[src/rtl/soft_rst_seq.sv]
// rtl/soft_rst_seq.sv - shares one soft-reset engine between several reset sources
module soft_rst_seq #(
    parameter int unsigned       NREQ  = 4,
    parameter int unsigned       TMO_W = 16,
    parameter logic [TMO_W-1:0]  TMO   = TMO_W'(50000),
    parameter logic [7:0]        COOL  = 8'd16
) (
    input  logic            clk,
    input  logic            rst_n,
    input  logic [NREQ-1:0] req_i,
    output logic [NREQ-1:0] ack_o,
    output logic [NREQ-1:0] err_o,
    output logic            req_soft_rst,
    input  logic            soft_rst_dne,
    output logic            busy,
    output logic [NREQ-1:0] cause,
    output logic            tmo_err,
    input  logic            clr_err
);

    typedef enum logic [1:0] {
        IDLE,
        ASSERT,
        DRAIN,
        COOLDN
    } state_t;

    localparam logic [TMO_W-1:0] TMO_LAST  = TMO - 1'b1;
    localparam logic [7:0]       COOL_LAST = COOL - 8'd1;

    state_t            state, state_n;
    logic [NREQ-1:0]   mask, mask_n;
    logic [NREQ-1:0]   cause_n, ack_n, err_n;
    logic [TMO_W-1:0]  tcnt, tcnt_n;
    logic [7:0]        ccnt, ccnt_n;
    logic              req_n, tmo_n;

    always_comb begin
        state_n = state;
        mask_n  = mask;
        cause_n = cause;
        tcnt_n  = tcnt;
        ccnt_n  = ccnt;
        req_n   = req_soft_rst;
        ack_n   = '0;
        err_n   = '0;
        // a timeout in this cycle overrides a concurrent clear below
        tmo_n   = tmo_err & ~clr_err;

        case (state)
            IDLE: begin
                if (req_i != '0) begin
                    mask_n  = req_i;
                    cause_n = req_i;
                    tcnt_n  = '0;
                    req_n   = 1'b1;
                    state_n = ASSERT;
                end
            end
            ASSERT: begin
                if (soft_rst_dne) begin
                    ack_n   = mask;
                    req_n   = 1'b0;
                    state_n = DRAIN;
                end else if (tcnt == TMO_LAST) begin
                    err_n   = mask;
                    tmo_n   = 1'b1;
                    req_n   = 1'b0;
                    state_n = DRAIN;
                end else if (tcnt != '1) begin
                    tcnt_n = tcnt + 1'b1;
                end
            end
            DRAIN: begin
                if (!soft_rst_dne) begin
                    ccnt_n  = '0;
                    state_n = COOLDN;
                end
            end
            COOLDN: begin
                if (ccnt == COOL_LAST) begin
                    state_n = IDLE;
                end else begin
                    ccnt_n = ccnt + 8'd1;
                end
            end
            default: state_n = IDLE;
        endcase
    end

    always_ff @(posedge clk) begin
        if (!rst_n) begin
            state        <= IDLE;
            mask         <= '0;
            cause        <= '0;
            tcnt         <= '0;
            ccnt         <= '0;
            req_soft_rst <= 1'b0;
            ack_o        <= '0;
            err_o        <= '0;
            tmo_err      <= 1'b0;
            busy         <= 1'b0;
        end else begin
            state        <= state_n;
            mask         <= mask_n;
            cause        <= cause_n;
            tcnt         <= tcnt_n;
            ccnt         <= ccnt_n;
            req_soft_rst <= req_n;
            ack_o        <= ack_n;
            err_o        <= err_n;
            tmo_err      <= tmo_n;
            busy         <= (state_n != IDLE);
        end
    end

endmodule
[config.mk]
export PLATFORM = sky130hd
export DESIGN_NAME = soft_rst_seq
export DESIGN_NICKNAME = d
export VERILOG_FILES = /design/src/rtl/soft_rst_seq.sv
export SDC_FILE = /design/constraint.sdc
export NUM_CORES = 1
export LEC_CHECK = 0
export CAP_MARGIN = 10
export CORE_MARGIN = 3
export CORE_UTILIZATION = 30
export CTS_CLUSTER_DIAMETER = 50
export CTS_CLUSTER_SIZE = 30
export DETAILED_ROUTE_END_ITERATION = 12
export PLACE_DENSITY = 0.59
export SYNTH_ARGS = -nofsm -noshare
export SYNTH_HDL_FRONTEND = slang
export SYNTH_SLANG_ARGS = --single-unit
[constraint.sdc]
create_clock -name clk -period 2.7 [get_ports clk]
set_input_delay 0.81 -clock clk [delete_from_list [all_inputs] [get_ports clk]]
set_output_delay 0.81 -clock clk [all_outputs]
set_load 0.1 [all_outputs]
==> impl_metrics.prom <==
# TYPE chip_impl_metric gauge
chip_impl_info{name="critPathSlowestCell",value="or4_1"} 1
chip_impl_info{name="critPathTopFamily",value="simple AND/OR/NAND/NOR gates"} 1
chip_impl_metric{name="hold_violations",unit=""} 0
chip_impl_metric{name="fill_cells",unit=""} 641
chip_impl_metric{name="portBuffers",unit=""} 22
chip_impl_metric{name="final_util",unit=""} 0.390
chip_impl_metric{name="grt_util_met2",unit=""} 0.219
chip_impl_metric{name="crit_path_max_incr_delay",unit="ps"} 510
chip_impl_metric{name="grt.met1_usage",unit=""} 0.186
chip_impl_metric{name="cts.clk_slew.worst_paths",unit="ps"} 80
chip_impl_metric{name="critPathRequiredTime",unit="ps"} 2930
chip_impl_info{name="yosysTopAreaCell",value="dfxtp_1"} 1
chip_impl_metric{name="synth_nets",unit=""} 231
chip_impl_metric{name="drtAntennaViolNets",unit=""} 0
chip_impl_metric{name="die-width",unit="µm"} 85.3
chip_impl_metric{name="grt_remaining_overflow",unit=""} 0
chip_impl_metric{name="timing.max_cap.violations",unit=""} 0
chip_impl_metric{name="antenna_cells",unit=""} 0
chip_impl_metric{name="synth_top_cell_area_share",unit=""} 0.435
chip_impl_metric{name="placed_area",unit="mm²"} 0.00221
chip_impl_info{name="cts_tree",value="yes"} 1
chip_impl_info{name="ys_top_cells_by_area",value="dfxtp_1 (43%), nand3_1 (6.4%), and3_1 (3.6%), nor2_1 (3.6%), a21oi_1 (3.4%)"} 1
chip_impl_metric{name="worst_ir_drop_vdd",unit="µV"} 431
chip_impl_metric{name="post_cts_resize_count",unit=""} 0
chip_impl_metric{name="num_io_pins",unit=""} 23
chip_impl_metric{name="cts.repair_timing.setup_buffer_count",unit=""} 0
chip_impl_metric{name="postSynthAreaPerCell",unit="µm²"} 8.54
chip_impl_info{name="critPathLaunchType",value="primary input"} 1
chip_impl_info{name="worst_hold_path_type",value="reg -> reg"} 1
chip_impl_metric{name="route.vias.total",unit=""} 1800
chip_impl_metric{name="cts.sink_count",unit=""} 41
chip_impl_metric{name="ctsLongestPathBuffers",unit=""} 2
chip_impl_metric{name="synth_sequential_area_ratio",unit=""} 0.435
chip_impl_info{name="globalRoute.busiestLayer",value="met2"} 1
chip_impl_metric{name="max_slew.worst_pin.slew",unit="ps"} 692
chip_impl_metric{name="gp_routability_congestion",unit=""} 0.831
chip_impl_metric{name="place_ws",unit="ps"} 53.9
chip_impl_metric{name="post-route-min-period",unit="ps"} 2350
chip_impl_metric{name="ys_async_sr_fraction",unit=""} 0
chip_impl_info{name="worstSetupEndpointType",value="flop"} 1
chip_impl_info{name="yosysMostFrequentCell",value="dfxtp_1"} 1
chip_impl_metric{name="setup_viol_count_final",unit=""} 0
chip_impl_metric{name="synthesis.yosys.warnings",unit=""} 0
chip_impl_metric{name="post-dp-hpwl",unit="µm"} 3470
chip_impl_metric{name="post_drt_via_cell_ratio",unit=""} 5.44
chip_impl_metric{name="layout-drive-gt1-share",unit=""} 0.152
chip_impl_metric{name="grt_first_pass_wirelength",unit="µm"} 8180
chip_impl_metric{name="synth_enable_flop_cells",unit=""} 0
chip_impl_metric{name="layout_worst_path_cycle_share",unit=""} 0.869
chip_impl_metric{name="cp.arrival",unit="ps"} 2580
chip_impl_metric{name="ys_seq_elements",unit=""} 41
chip_impl_metric{name="drc",unit=""} 0
chip_impl_metric{name="final_critical_path_setup_slack",unit="ps"} 354
chip_impl_info{name="path_class",value="in -> reg"} 1
chip_impl_metric{name="effective_utilization_at_floorplan",unit=""} 0.315
chip_impl_metric{name="area.growth.synth_to_final",unit="%"} 23.7
chip_impl_metric{name="fin_worst_hold_slack",unit="ps"} 464
chip_impl_info{name="synth.top_cells.by_count",value="dfxtp_1 (41), nand3_1 (24), nor2_1 (18)"} 1
chip_impl_metric{name="pwr_density_cell",unit="mW/mm²"} 671
chip_impl_metric{name="drtPass1Iterations",unit=""} 4
chip_impl_info{name="grt_setup_unrepaired",value="false"} 1
chip_impl_metric{name="synthesis.area",unit="mm²"} 0.00189
chip_impl_metric{name="leakage",unit="nW"} 0.880
chip_impl_metric{name="final_nets",unit=""} 265
chip_impl_metric{name="clock_skew",unit="ps"} 5.12
chip_impl_metric{name="stdcell_count",unit=""} 331
chip_impl_metric{name="placedCellCount",unit=""} 323
chip_impl_metric{name="drt_wl_total",unit="µm"} 4770
chip_impl_metric{name="design.core.area",unit="mm²"} 0.00599
chip_impl_metric{name="clk_latency",unit="ps"} 300
chip_impl_metric{name="post_cts_hold_buffer_count",unit=""} 0
chip_impl_metric{name="synthDistinctLibCells",unit=""} 45
chip_impl_metric{name="wl_per_cell",unit="µm"} 14.4
chip_impl_metric{name="pin_count_of_the_biggest_net_entering_global_routing",unit=""} 15
chip_impl_metric{name="chipHeight",unit="µm"} 85.3
chip_impl_metric{name="grt.total_usage",unit=""} 0.139
chip_impl_metric{name="slew_headroom",unit=""} 0.534
chip_impl_metric{name="regToRegSetupSlack",unit="ps"} 490
chip_impl_info{name="path_cells",value="clkdlybuf4s50_1, or3b_1, o21ai_2, o211ai_4, or4_1, a21oi_1"} 1
chip_impl_metric{name="slew_viol_final",unit=""} 0
chip_impl_metric{name="synthesis.instances",unit=""} 221
chip_impl_metric{name="critical_path.n_buffers_inverters",unit=""} 1
chip_impl_metric{name="total_power",unit="mW"} 1.57
chip_impl_metric{name="initial_antenna_violation_count",unit=""} 0
chip_impl_metric{name="number_of_global_route_vias_before_repair",unit=""} 1724
chip_impl_metric{name="drtIter0Drc",unit=""} 143
chip_impl_metric{name="worst-path-max-fanout",unit=""} 14
chip_impl_info{name="clk_root_buffer_cell",value="clkbuf_8"} 1
chip_impl_metric{name="design.die.area",unit="mm²"} 0.00728
chip_impl_metric{name="fin_setup_tns",unit="ps"} 0
chip_impl_info{name="status",value="finished, final reports clean"} 1
chip_impl_metric{name="use_met3",unit=""} 0.0311
chip_impl_metric{name="final_non_filler_cell_area",unit="mm²"} 0.00233
chip_impl_info{name="postSynth.topFlopCell",value="dfxtp_1"} 1
chip_impl_metric{name="cts_inserted_buffers",unit=""} 5
chip_impl_metric{name="cts_max_level",unit=""} 2
chip_impl_metric{name="clock.fmax",unit="MHz"} 426
chip_impl_metric{name="row_count",unit=""} 28
## registers in the layout, summed over array words and instances, names as in the netlist
name / flops
state: 2
req_soft_rst: 1
tmo_err: 1
ccnt: 8
tcnt: 16
busy: 1
ack_o: 4
mask: 4
err_o: 4
## cells in the final DEF, fill, tap and decap left out, drive strengths merged, types with 2 or more instances in the layout
cell           synthesis  routed
dfxtp                 41      41
buf                    3      26
nand3                 24      24
nor2                  18      18
nand2                 17      17
a21oi                 13      13
and3                  11      11
o21ai                 11      11
nor4                   8       8
nand4                  8       8
clkdlybuf4s50          0       7
inv                    6       6
nor3                   6       6
clkbuf                 3       6
or4                    6       6
xnor2                  4       4
and2                   4       4
a31oi                  3       3
a22oi                  3       3
o21a                   3       3
o211ai                 3       3
and4                   2       2
nor4b                  2       2
o31ai                  2       2
xor2                   2       2
mux2i                  2       2
or3                    2       2
ha                     2       2
or2                    2       2
## layer usage
metal  up-vias  part of all wire
li1        898                 -
met1       843              0.49
met2        50              0.45
met3         9             0.047
met4         0             0.016
met5         -                 0
## area by class of cell
class                      instances  area (µm²)  area share
clock buffer                       6        82.6      0.0354
multi-input combinational        168        1010       0.434
timing repair buffer              33         265       0.114
inverter                           6        22.5     0.00965
tap                               75        93.8      0.0402
clock inverter                     2        37.5      0.0161
sequential                        41         821       0.352
## logic make-up after synthesis
logic type      count (synthesis)  share of synthesized area
flops                          41                      0.435
buf+inv                        12                     0.0292
xor+xnor                        6                     0.0278
fa+ha+maj                       2                     0.0133
mux                             2                     0.0106
simple gates                  114                      0.331
compound gates                 44                      0.154
## path summary, 6_finish.rpt
path                                           start              endpoint  cells after the start
worst max-delay path                    soft_rst_dne  tcnt[7]$_SDFFE_PN0P_                      6
worst min-delay path              tmo_err$_SDFF_PN0_    tmo_err$_SDFF_PN0_                      2
worst max register to register  tcnt[0]$_SDFFE_PN0P_  tcnt[0]$_SDFFE_PN0P_                      7
worst min register to register    tmo_err$_SDFF_PN0_    tmo_err$_SDFF_PN0_                      2
## where the power goes
group / switching (mW) / internal (mW)
Clock: 0.227 / 0.301
Sequential: 0.0279 / 0.629
Combinational: 0.273 / 0.109
## tightest hold or removal path, stage by stage (launching register included)
cell      delay [ps]
dfxtp_1          320
nand2_1           60
o21bai_1          50
(Power assumes the default switching activity.)
